$ cat src/rtl/ysyx_22040931_lsu_pkg.sv
`default_nettype none
// ============================================================================
//  Module  : ysyx_22040931_lsu_pkg
//  Brief   : Op codes, FSM state encodings and lane helpers for the LSU.
//  Revision: 1.0 - initial release
// ============================================================================
package ysyx_22040931_lsu_pkg;

    localparam logic [3:0] c_op_lb  = 4'd0;
    localparam logic [3:0] c_op_lh  = 4'd1;
    localparam logic [3:0] c_op_lw  = 4'd2;
    localparam logic [3:0] c_op_ld  = 4'd3;
    localparam logic [3:0] c_op_lbu = 4'd4;
    localparam logic [3:0] c_op_lhu = 4'd5;
    localparam logic [3:0] c_op_lwu = 4'd6;
    localparam logic [3:0] c_op_sb  = 4'd8;
    localparam logic [3:0] c_op_sh  = 4'd9;
    localparam logic [3:0] c_op_sw  = 4'd10;
    localparam logic [3:0] c_op_sd  = 4'd11;

    localparam logic [1:0] c_st_idle = 2'd0;
    localparam logic [1:0] c_st_req  = 2'd1;
    localparam logic [1:0] c_st_wait = 2'd2;
    localparam logic [1:0] c_st_resp = 2'd3;

    function automatic logic op_is_legal(input logic [3:0] op);
        return (op != 4'd7) && (op <= c_op_sd);
    endfunction

    function automatic logic op_is_store(input logic [3:0] op);
        return op[3];
    endfunction

    // op[1:0] encodes the access size for every legal op
    function automatic logic [7:0] size_mask(input logic [3:0] op);
        case (op[1:0])
            2'd0:    return 8'h01;
            2'd1:    return 8'h03;
            2'd2:    return 8'h0F;
            default: return 8'hFF;
        endcase
    endfunction

    function automatic logic is_misaligned(input logic [3:0] op, input logic [2:0] off);
        case (op[1:0])
            2'd1:    return off[0];
            2'd2:    return |off[1:0];
            2'd3:    return |off;
            default: return 1'b0;
        endcase
    endfunction

endpackage
`default_nettype wire

$ cat src/rtl/ysyx_22040931_lsu_if.sv
`default_nettype none
// ============================================================================
//  Module  : ysyx_22040931_lsu_if
//  Brief   : Request, data-memory and response bundle around the LSU.
//  Revision: 1.0 - initial release
// ============================================================================
interface ysyx_22040931_lsu_if #(
    parameter int DATA_W = 64,
    parameter int ADDR_W = 64
);
    logic              req_valid;
    logic              req_ready;
    logic [3:0]        req_op;
    logic [ADDR_W-1:0] req_addr;
    logic [DATA_W-1:0] req_wdata;

    logic              mem_req_valid;
    logic              mem_req_ready;
    logic [ADDR_W-1:0] mem_addr;
    logic              mem_wen;
    logic [DATA_W-1:0] mem_wdata;
    logic [7:0]        mem_wmask;
    logic              mem_rvalid;
    logic [DATA_W-1:0] mem_rdata;

    logic              resp_valid;
    logic              resp_ready;
    logic [DATA_W-1:0] resp_rdata;
    logic              resp_err;

    // slave is the LSU side, master is the core plus data memory
    modport slave (
        input  req_valid, req_op, req_addr, req_wdata,
        input  mem_req_ready, mem_rvalid, mem_rdata, resp_ready,
        output req_ready, mem_req_valid, mem_addr, mem_wen, mem_wdata, mem_wmask,
        output resp_valid, resp_rdata, resp_err
    );

    modport master (
        output req_valid, req_op, req_addr, req_wdata,
        output mem_req_ready, mem_rvalid, mem_rdata, resp_ready,
        input  req_ready, mem_req_valid, mem_addr, mem_wen, mem_wdata, mem_wmask,
        input  resp_valid, resp_rdata, resp_err
    );
endinterface
`default_nettype wire

$ cat src/rtl/ysyx_22040931_lsu_ext.sv
`default_nettype none
// ============================================================================
//  Module  : ysyx_22040931_lsu_ext
//  Brief   : Combinational load lane shift and sign/zero extension.
//  Revision: 1.0 - initial release
// ============================================================================
module ysyx_22040931_lsu_ext
    import ysyx_22040931_lsu_pkg::*;
#(
    parameter int DATA_W = 64
) (
    input  logic [DATA_W-1:0] rdata,
    input  logic [2:0]        off,
    input  logic [3:0]        op,
    output logic [DATA_W-1:0] ld_val
);
    logic [DATA_W-1:0] shifted;

    // bytes above the doubleword shift in as zeros
    assign shifted = rdata >> {off, 3'b000};

    always_comb begin
        ld_val = '0;
        case (op)
            c_op_lb:  ld_val = {{(DATA_W-8){shifted[7]}},   shifted[7:0]};
            c_op_lh:  ld_val = {{(DATA_W-16){shifted[15]}}, shifted[15:0]};
            c_op_lw:  ld_val = {{(DATA_W-32){shifted[31]}}, shifted[31:0]};
            c_op_ld:  ld_val = shifted;
            c_op_lbu: ld_val = {{(DATA_W-8){1'b0}},  shifted[7:0]};
            c_op_lhu: ld_val = {{(DATA_W-16){1'b0}}, shifted[15:0]};
            c_op_lwu: ld_val = {{(DATA_W-32){1'b0}}, shifted[31:0]};
            default:  ld_val = '0;
        endcase
    end
endmodule
`default_nettype wire

$ cat src/rtl/ysyx_22040931_lsu.sv
`default_nettype none
// ============================================================================
//  Module  : ysyx_22040931_lsu
//  Brief   : Single-outstanding RV64 load/store unit with registered outputs.
//            Define YSYX_22040931_LSU_MISALIGN_CHK_EN to reject misaligned H/W/D.
//  Revision: 1.0 - initial release
// ============================================================================
module ysyx_22040931_lsu
    import ysyx_22040931_lsu_pkg::*;
#(
    parameter int DATA_W = 64,
    parameter int ADDR_W = 64
) (
    input  logic                    clk,
    input  logic                    rst,
    ysyx_22040931_lsu_if.slave      bus
);
    logic [1:0]        state_q, state_d;
    logic [3:0]        op_q, op_d;
    logic [2:0]        off_q, off_d;
    logic              mem_req_valid_q, mem_req_valid_d;
    logic [ADDR_W-1:0] mem_addr_q, mem_addr_d;
    logic              mem_wen_q, mem_wen_d;
    logic [DATA_W-1:0] mem_wdata_q, mem_wdata_d;
    logic [7:0]        mem_wmask_q, mem_wmask_d;
    logic              resp_valid_q, resp_valid_d;
    logic [DATA_W-1:0] resp_rdata_q, resp_rdata_d;
    logic              resp_err_q, resp_err_d;

    logic              accept;
    logic              legal;
    logic              misalign;
    logic [DATA_W-1:0] ld_val;

    assign accept = bus.req_valid && (state_q == c_st_idle);
    assign legal  = op_is_legal(bus.req_op);

`ifdef YSYX_22040931_LSU_MISALIGN_CHK_EN
    assign misalign = legal && is_misaligned(bus.req_op, bus.req_addr[2:0]);
`else
    assign misalign = 1'b0;
`endif

    ysyx_22040931_lsu_ext #(.DATA_W(DATA_W)) u_ext (
        .rdata  (bus.mem_rdata),
        .off    (off_q),
        .op     (op_q),
        .ld_val (ld_val)
    );

    always_ff @(posedge clk) begin
        if (rst) begin
            state_q         <= c_st_idle;
            op_q            <= '0;
            off_q           <= '0;
            mem_req_valid_q <= 1'b0;
            mem_addr_q      <= '0;
            mem_wen_q       <= 1'b0;
            mem_wdata_q     <= '0;
            mem_wmask_q     <= '0;
            resp_valid_q    <= 1'b0;
            resp_rdata_q    <= '0;
            resp_err_q      <= 1'b0;
        end else begin
            state_q         <= state_d;
            op_q            <= op_d;
            off_q           <= off_d;
            mem_req_valid_q <= mem_req_valid_d;
            mem_addr_q      <= mem_addr_d;
            mem_wen_q       <= mem_wen_d;
            mem_wdata_q     <= mem_wdata_d;
            mem_wmask_q     <= mem_wmask_d;
            resp_valid_q    <= resp_valid_d;
            resp_rdata_q    <= resp_rdata_d;
            resp_err_q      <= resp_err_d;
        end
    end

    always_comb begin
        state_d = state_q;
        case (state_q)
            c_st_idle: if (accept) state_d = (!legal || misalign) ? c_st_resp : c_st_req;
            c_st_req:  if (bus.mem_req_ready) state_d = op_is_store(op_q) ? c_st_resp : c_st_wait;
            c_st_wait: if (bus.mem_rvalid) state_d = c_st_resp;
            c_st_resp: if (bus.resp_ready) state_d = c_st_idle;
            default:   state_d = c_st_idle;
        endcase
    end

    always_comb begin
        op_d            = op_q;
        off_d           = off_q;
        mem_req_valid_d = mem_req_valid_q;
        mem_addr_d      = mem_addr_q;
        mem_wen_d       = mem_wen_q;
        mem_wdata_d     = mem_wdata_q;
        mem_wmask_d     = mem_wmask_q;
        resp_valid_d    = resp_valid_q;
        resp_rdata_d    = resp_rdata_q;
        resp_err_d      = resp_err_q;
        case (state_q)
            c_st_idle: begin
                if (accept) begin
                    op_d        = bus.req_op;
                    off_d       = bus.req_addr[2:0];
                    mem_addr_d  = {bus.req_addr[ADDR_W-1:3], 3'b000};
                    mem_wen_d   = op_is_store(bus.req_op);
                    mem_wdata_d = bus.req_wdata << {bus.req_addr[2:0], 3'b000};
                    // lanes past byte 7 fall off the 8-bit mask
                    mem_wmask_d = size_mask(bus.req_op) << bus.req_addr[2:0];
                    if (!legal || misalign) begin
                        resp_valid_d = 1'b1;
                        resp_rdata_d = '0;
                        resp_err_d   = misalign;
                    end else begin
                        mem_req_valid_d = 1'b1;
                    end
                end
            end
            c_st_req: begin
                if (bus.mem_req_ready) begin
                    mem_req_valid_d = 1'b0;
                    if (op_is_store(op_q)) begin
                        resp_valid_d = 1'b1;
                        resp_rdata_d = '0;
                        resp_err_d   = 1'b0;
                    end
                end
            end
            c_st_wait: begin
                if (bus.mem_rvalid) begin
                    resp_valid_d = 1'b1;
                    resp_rdata_d = ld_val;
                    resp_err_d   = 1'b0;
                end
            end
            c_st_resp: begin
                if (bus.resp_ready) resp_valid_d = 1'b0;
            end
            default: ;
        endcase
    end

    // req_ready depends on state only so it never combinationally follows an input
    assign bus.req_ready     = (state_q == c_st_idle);
    assign bus.mem_req_valid = mem_req_valid_q;
    assign bus.mem_addr      = mem_addr_q;
    assign bus.mem_wen       = mem_wen_q;
    assign bus.mem_wdata     = mem_wdata_q;
    assign bus.mem_wmask     = mem_wmask_q;
    assign bus.resp_valid    = resp_valid_q;
    assign bus.resp_rdata    = resp_rdata_q;
    assign bus.resp_err      = resp_err_q;

endmodule
`default_nettype wire
$ cat src/flat_wrapper.sv
// flat-port wrapper written by rule: the top's interface ports become plain ports
module ysyx_22040931_lsu_flat import ysyx_22040931_lsu_pkg::*;
#(
    parameter int DATA_W = 64,
    parameter int ADDR_W = 64
)
  (clk, rst, bus_req_valid, bus_req_op, bus_req_addr, bus_req_wdata, bus_mem_req_ready, bus_mem_rvalid, bus_mem_rdata, bus_resp_ready, bus_req_ready, bus_mem_req_valid, bus_mem_addr, bus_mem_wen, bus_mem_wdata, bus_mem_wmask, bus_resp_valid, bus_resp_rdata, bus_resp_err);
  ysyx_22040931_lsu_if #(.DATA_W(DATA_W), .ADDR_W(ADDR_W)) bus_i ();
  input  logic clk;
  input  logic rst;
  input wire logic [$bits(bus_i.req_valid)-1:0] bus_req_valid;
  input wire logic [$bits(bus_i.req_op)-1:0] bus_req_op;
  input wire logic [$bits(bus_i.req_addr)-1:0] bus_req_addr;
  input wire logic [$bits(bus_i.req_wdata)-1:0] bus_req_wdata;
  input wire logic [$bits(bus_i.mem_req_ready)-1:0] bus_mem_req_ready;
  input wire logic [$bits(bus_i.mem_rvalid)-1:0] bus_mem_rvalid;
  input wire logic [$bits(bus_i.mem_rdata)-1:0] bus_mem_rdata;
  input wire logic [$bits(bus_i.resp_ready)-1:0] bus_resp_ready;
  output wire logic [$bits(bus_i.req_ready)-1:0] bus_req_ready;
  output wire logic [$bits(bus_i.mem_req_valid)-1:0] bus_mem_req_valid;
  output wire logic [$bits(bus_i.mem_addr)-1:0] bus_mem_addr;
  output wire logic [$bits(bus_i.mem_wen)-1:0] bus_mem_wen;
  output wire logic [$bits(bus_i.mem_wdata)-1:0] bus_mem_wdata;
  output wire logic [$bits(bus_i.mem_wmask)-1:0] bus_mem_wmask;
  output wire logic [$bits(bus_i.resp_valid)-1:0] bus_resp_valid;
  output wire logic [$bits(bus_i.resp_rdata)-1:0] bus_resp_rdata;
  output wire logic [$bits(bus_i.resp_err)-1:0] bus_resp_err;
  assign bus_i.req_valid = bus_req_valid;
  assign bus_i.req_op = bus_req_op;
  assign bus_i.req_addr = bus_req_addr;
  assign bus_i.req_wdata = bus_req_wdata;
  assign bus_i.mem_req_ready = bus_mem_req_ready;
  assign bus_i.mem_rvalid = bus_mem_rvalid;
  assign bus_i.mem_rdata = bus_mem_rdata;
  assign bus_i.resp_ready = bus_resp_ready;
  assign bus_req_ready = bus_i.req_ready;
  assign bus_mem_req_valid = bus_i.mem_req_valid;
  assign bus_mem_addr = bus_i.mem_addr;
  assign bus_mem_wen = bus_i.mem_wen;
  assign bus_mem_wdata = bus_i.mem_wdata;
  assign bus_mem_wmask = bus_i.mem_wmask;
  assign bus_resp_valid = bus_i.resp_valid;
  assign bus_resp_rdata = bus_i.resp_rdata;
  assign bus_resp_err = bus_i.resp_err;
  ysyx_22040931_lsu #(.DATA_W(DATA_W), .ADDR_W(ADDR_W)) u_core (.clk(clk), .rst(rst), .bus(bus_i));
endmodule
$ cat config.mk
export PLATFORM = sky130hd
export DESIGN_NAME = ysyx_22040931_lsu_flat
export DESIGN_NICKNAME = d
export VERILOG_FILES = /design/src/rtl/ysyx_22040931_lsu_pkg.sv /design/src/rtl/ysyx_22040931_lsu_if.sv /design/src/rtl/ysyx_22040931_lsu_ext.sv /design/src/rtl/ysyx_22040931_lsu.sv /design/src/flat_wrapper.sv
export SDC_FILE = /design/constraint.sdc
export NUM_CORES = 1
export LEC_CHECK = 0
export ABC_AREA = 1
export ABC_CLOCK_PERIOD_IN_PS = 1700
export CORE_ASPECT_RATIO = 1.2
export CORE_MARGIN = 2
export CORE_UTILIZATION = 41
export CTS_CLUSTER_SIZE = 24
export DETAILED_ROUTE_END_ITERATION = 6
export PLACE_DENSITY = 0.77
export REMOVE_ABC_BUFFERS = 1
export SLEW_MARGIN = 20
export SYNTH_ARGS = -nofsm -noshare
export SYNTH_HDL_FRONTEND = slang
export SYNTH_SLANG_ARGS = --single-unit
$ cat constraint.sdc
create_clock -name clk -period 1.7 [get_ports clk]
set_input_delay 0.34 -clock clk [delete_from_list [all_inputs] [get_ports clk]]
set_output_delay 0.34 -clock clk [all_outputs]
set_load 0.005 [all_outputs]
=== Word-level counts from Yosys, hierarchy flattened ===
Cells that the tools add are included.

* Mux-type cells: 34
* Shifts and indexed selects: 3
* Equality and inequality tests: 19
* $lt $le $gt $ge: 1
* Reductions and logical operators: 12

{| class="wikitable"
|+ Operator list
! cell !! count
|-
| case mux 64 bit (7 select lines) || 1
|-
| 2-to-1 mux 64 bit || 5
|-
| case mux 64 bit (3 select lines) || 1
|-
| left shift 64 x 6 -> 64 bit || 1
|-
| right shift 64 x 6 -> 64 bit || 1
|-
| case mux 8 bit (3 select lines) || 1
|-
| 2-to-1 mux 8 bit || 2
|-
| 2-to-1 mux 1 bit || 15
|-
| == test 4 x 3 -> 1 bit, second input constant || 3
|-
| AND reduction 6 bit || 2
|-
| 2-to-1 mux 2 bit || 5
|-
| == test 4 x 2 -> 1 bit, second input constant || 2
|-
| inequality test 2 bit, second input constant || 4
|-
| case mux 2 bit (4 select lines) || 1
|-
| AND reduction 4 bit || 2
|-
| left shift 8 x 3 -> 8 bit || 1
|-
| == test 2 bit, second input constant || 3
|-
| inequality test 2 x 1 -> 1 bit, second input constant || 3
|-
| == test 2 x 1 -> 1 bit, second input constant || 2
|-
| == test 4 x 1 -> 1 bit, second input constant || 1
|-
| <= comparator 4 bit, second input constant || 1
|-
| logical NOT 2 bit || 2
|-
| logical NOT 4 bit || 1
|-
| inequality test 4 x 3 -> 1 bit, second input constant || 1
|-
| 7 further kinds || 8
|}

* Word-level logic and storage cells: 80
* Input bits: 202
* Flip-flop bits (word level): 210

=== Logic depth before layout (Yosys ltp) ===
* Word-level depth: 5
* Mapped depth: 13

=== By module ===
From an unflattened synthesis, not the netlist that was laid out.

* Cell total of the unflattened synthesis: 2050
* Area, all modules: 12396.9 um2

{| class="wikitable"
|+ Modules (own cells, without submodules)
! module !! area each (um2) !! seq. area each (um2) !! instances !! cells each
|-
| ysyx_22040931_lsu || 9997.1 || 4164.0 || 1 || 1554
|-
| ysyx_22040931_lsu_ext || 2399.8 || 0.0 || 1 || 496
|}

=== Worst setup path after synthesis ===
OpenSTA, ideal clock, no wires.

* Path kind: reg-to-reg
* Start point: reg u_core.state_q[0]
* End point: reg u_core.resp_rdata_q[22] (netlist: u_core.bus.resp_rdata[22])
* Path buffers: 2
* Data required time: 1.564 ns
* Path slack: -0.141 ns
* Setup time: 0.136 ns
* Data arrival time: 1.705 ns
* Clock period less this slack: 1.841 ns
* Cell stages (with the launch flop): 11
* Path through: dfxtp_1 > inv_1 > ha_1 > nand2_1 > o21ai_1 > a21oi_2 > nand4_4 > buf_4 > buf_4 > nand2_1 > a21oi_2

* Longest elaborated chain between the ends: 4

{| class="wikitable"
|+ RTL lines
! element !! RTL line !! RTL
|-
| start: declaration || ysyx_22040931_lsu.sv:18 || <nowiki>logic [1:0] state_q, state_d;</nowiki>
|-
| start signal: assignment || ysyx_22040931_lsu.sv:53 || <nowiki>state_q <= c_st_idle;</nowiki>
|-
| start signal: assignment || ysyx_22040931_lsu.sv:65 || <nowiki>state_q <= state_d;</nowiki>
|-
| logical NOT 2 bit * || n/a ||
|-
| via bus_req_ready || flat_wrapper.sv:19 || <nowiki>output wire logic [$bits(bus_i.req_ready)-1:0] bus_req_ready;</nowiki>
|-
| logical AND 1 bit || ysyx_22040931_lsu.sv:35 || <nowiki>assign accept = bus.req_valid && (state_q == c_st_idle);</nowiki>
|-
| inequality test 2 x 1 -> 1 bit (no line) || n/a ||
|-
| AND reduction 6 bit (no line) || n/a ||
|-
| end signal: assignment || ysyx_22040931_lsu.sv:74 || <nowiki>resp_rdata_q <= resp_rdata_d;</nowiki>
|-
| end: declaration || ysyx_22040931_lsu.sv:27 || <nowiki>logic [DATA_W-1:0] resp_rdata_q, resp_rdata_d;</nowiki>
|}

Mark *: on every way through the listed nets, which the timed path passes. The rest lies on a longest branch.
A chain may end at the register's enable or synchronous reset.

=== Final worst setup path ===
* Start point: reg u_core.state_q[0]
* End point: reg u_core.resp_rdata_q[43] (netlist: u_core.bus.resp_rdata[43])

* Longest elaborated chain between the ends: 4

{| class="wikitable"
|+ RTL lines
! element !! RTL line
|-
| logical NOT 2 bit || ysyx_22040931_lsu.sv:35, ysyx_22040931_lsu.sv:101
|-
| logical AND 1 bit || ysyx_22040931_lsu.sv:35
|-
| inequality test 2 x 1 -> 1 bit (no line) || n/a
|-
| AND reduction 6 bit (no line) || n/a
|}

Several ways; a longest one is shown, not always the timed one.

==> flow_summary.yaml <==
routing:
  route.met2.wl_um: 21710
  route.met3.wl_um: 4793
  vias: 13672
  wl_met1_um: 16490
  ant_nets: 0
  drc: 2
  avgRoutedWirePerCell_um: 17.72
  vias_per_cell: 5.413
  routed_wl_um: 44760
  dr.pass1.iters: 7
  top_layer: "met5"
  drt_iter0_markers: 900
clock_tree:
  clock-root-buffer: "clkbuf_16"
  clockBufferDepth: 3
  clk_pin_slew_worst_paths_ps: 60
  cts_hold_buf: 0
  clk_latency_ps: 520
  cts_buffers: 24
  cts_max_level: 1
  clkSinkCount: 208
  tritoncts: "built"
timing:
  fin_skew_ps: 16.02
  setup_viol: 64
  finalMaxSlewViolations: 0
  finalHoldViolations: 0
  finalCritPeriodShare: 1.122
  fin_crit_ps: 1908
  fmax_mhz: 524.1
  setup_ws_ps: -207.9
  rsz0062_at_grt: "true"
floorplan:
  initial_utilization: 0.4169
  num_io_pins: 407
  row_count: 66
  dieArea_mm2: 0.02889
  die_x_um: 155.5
  core_mm2: 0.02709
  die_h_um: 185.8
placed_design:
  numPortBuffers: 402
  gp_congestion: 0.9310
  pre_cts_slack_ps: -382.8
  dp_hpwl_um: 31340
  place.detailed.instances: 2457
pwr:
  p_seq_frac: 0.283
  p_per_area_mw_per_mm2: 1230
  p_leak_nw: 8.188
  ir_worst_vdd_uv: 861.3
  clock_power_share: 0.254
  power_switching_mw: 8.148
  swShare: 0.3783
  internal_power_mw: 13.39
  combPwrFrac: 0.463
global_route:
  grt_max_degree: 73
  grt_pass1_wl_um: 67060
  grt_usage: 0.2875
  overflow: 0
  first_global_vias: 12785
  antenna_found_initial: 6
final_layout:
  num-fill-cells: 2401
  drive_above_1_share: 0.1560
  seq_area_mm2: 0.004213
  final_util: 0.6463
  fin_cells: 2526
  syn_to_final_growth_pct: 55.02
  multi_input_area_mm2: 0.006396
  layout.nets: 2370
critical_path:
  path_max_fanout: 8
  cp_cell_sequence: "inv_2 > buf_6 > ha_4 > inv_4 > o21ai_4 > a21oi_4 > nand4_4 > nor2_8 > buf_12 > buf_12 > nand2_2 > a21oi_2"
  critical_path_arrival_ps: 2350
  cp_common_cell: "buf_12"
  critPathRequiredTime_ps: 2150
  worstSetupEndpointType: "flip-flop"
  crit_slowest_cell: "dfxtp_2"
  rrSetupSlack_ps: -210
  critPathBufInv: 5
  crit_family: "buffers and inverters"
  start_kind: "flip-flop"
  slowest_delay_ps: 340
  worstSetupPathType: "flip-flop to flip-flop"
status:
  violations: "DRC, setup timing"
  outcome: "complete, but fails checks"
synth:
  ys_ff_latch: 208
  async_flop_share: 0
  ys.warnings.count: 0
  syn_area_mm2: 0.01129
  yosysUniqueCellTypes: 45
  synth-main-ff-cell: "dfxtp_1"
  syn_inst: 1727
  synth_edf_count: 0
  avgSynthCellArea_um2: 6.539
  ys_seq_area_frac: 0.3687
hold_path:
  hold_class: "input pin to flip-flop"
flow_run:
  drv_cap: 0
[logic make-up after synthesis]
group | share of synthesized area
mux | 0.009750
buf+inv | 0.09362
fa+ha+maj | 0.006647
other cells | 0.0003321
simple gates | 0.3419
flops | 0.3687
compound gates | 0.1790
[final cells by class]
type                            count  area share
Clock buffer                       34     0.04167
Inverter                           74     0.01644
Timing Repair Buffer              549      0.3046
Clock inverter                     10    0.006146
Multi-Input combinational cell   1305      0.3654
Sequential cell                   208      0.2406
Antenna cell                        6   0.0008576
Tap cell                          340     0.02430
[stage by stage]
stage / hold WS, ps / setup TNS (ps) / instance area, µm² / power, mW
floorplan: 402.4 / -518750 / 10530 / 10.36
global placement: 441.3 / -32090 / 16210 / 15.04
detailed placement: 445.0 / -41220 / 16210 / 15.20
CTS: 107.7 / -8098 / 17300 / 21.21
global route: 136.1 / -14630 / 17500 / 22.73
finish: 130.8 / -9314 / 17510 / 21.54
[final timing paths]
path	start	end	cells after the start
hold / removal	rst	u_core.bus.resp_rdata[28]	2
hold reg to reg	u_core.bus.resp_rdata[51]	u_core.bus.resp_rdata[51]	2
setup / recovery	u_core.state_q[0]	u_core.bus.resp_rdata[43]	12
setup reg to reg	u_core.state_q[0]	u_core.bus.resp_rdata[43]	12
[state kept, by name, indices dropped and copies added, names as in the netlist]
| name | count |
|---|---|
| u_core.bus.mem_addr | 61 |
| u_core.bus.mem_req_valid | 1 |
| u_core.bus.mem_wdata | 64 |
| u_core.bus.mem_wmask | 8 |
| u_core.bus.resp_rdata | 64 |
| u_core.bus.resp_valid | 1 |
| u_core.off_q | 3 |
| u_core.op_q | 4 |
| u_core.state_q | 2 |
[power groups by stage]
stage	registers (mW)	clock network (mW)	logic (mW)
4_1_cts	6.07	5.55	9.58
2_1_floorplan	6.30	0	4.05
3_5_place_dp	6.16	0	9.04
6_report	6.10	5.46	9.98
5_1_grt	6.18	5.73	10.8
3_3_place_gp	6.13	0	8.90
[Yosys cell counts, types with 19 or more instances]
library cell	count	area share
nand4_1	37	0.020
clkbuf_1	54	0.018
a22oi_1	19	0.013
dfxtp_1	208	0.37
buf_2	45	0.020
o21ai_0	140	0.062
nand2_1	575	0.19
nand3_1	109	0.048
o211ai_1	38	0.025
nor2_1	160	0.053
inv_1	70	0.023
a21oi_1	118	0.052
[placed cells by master, fill, tap and decap left out, types with 7 or more instances in the layout]
cell type | netlist | final
clkbuf_8 | 0 | 7
dfxtp_2 | 0 | 36
o211ai_1 | 38 | 38
clkbuf_16 | 0 | 27
clkdlybuf4s50_1 | 0 | 199
nand2_2 | 3 | 41
nand2_1 | 575 | 529
mux2i_1 | 11 | 11
a21oi_2 | 6 | 20
or2_1 | 7 | 7
inv_2 | 3 | 8
buf_12 | 1 | 23
o21ai_1 | 9 | 9
or2_2 | 8 | 7
a21oi_1 | 118 | 103
nand2_4 | 0 | 7
dfxtp_1 | 208 | 171
buf_4 | 12 | 107
nor2_1 | 160 | 159
a31oi_1 | 11 | 11
o21ai_0 | 140 | 136
inv_1 | 70 | 63
nand4_1 | 37 | 37
a22oi_1 | 19 | 19
nand3_1 | 109 | 109
dlygate4sd2_1 | 0 | 198
[worst register-to-register path, stage by stage, from the launching register on]
cell,delay (ps)
dfxtp_2,340
inv_2,50
buf_6,120
ha_4,160
inv_4,60
o21ai_4,70
a21oi_4,160
nand4_4,160
nor2_8,240
buf_12,150
buf_12,130
nand2_2,70
a21oi_2,130
[repair_timing]
item / in CTS / in global routing
setup buffers: 11 / 2
gates cloned: 6 / 2
pin swaps: 12 / 24
resized for setup: 307 / 51
endpoints found under the setup margin: 356 / 117
[per-layer routing]
metal / track usage / vias up
met4: 0.1178 / 4
met2: 0.5004 / 731
met5: 0 / -
met1: 0.3302 / 6253
met3: 0.08428 / 137
li1: - / 6547
(Power assumes the default switching activity.)
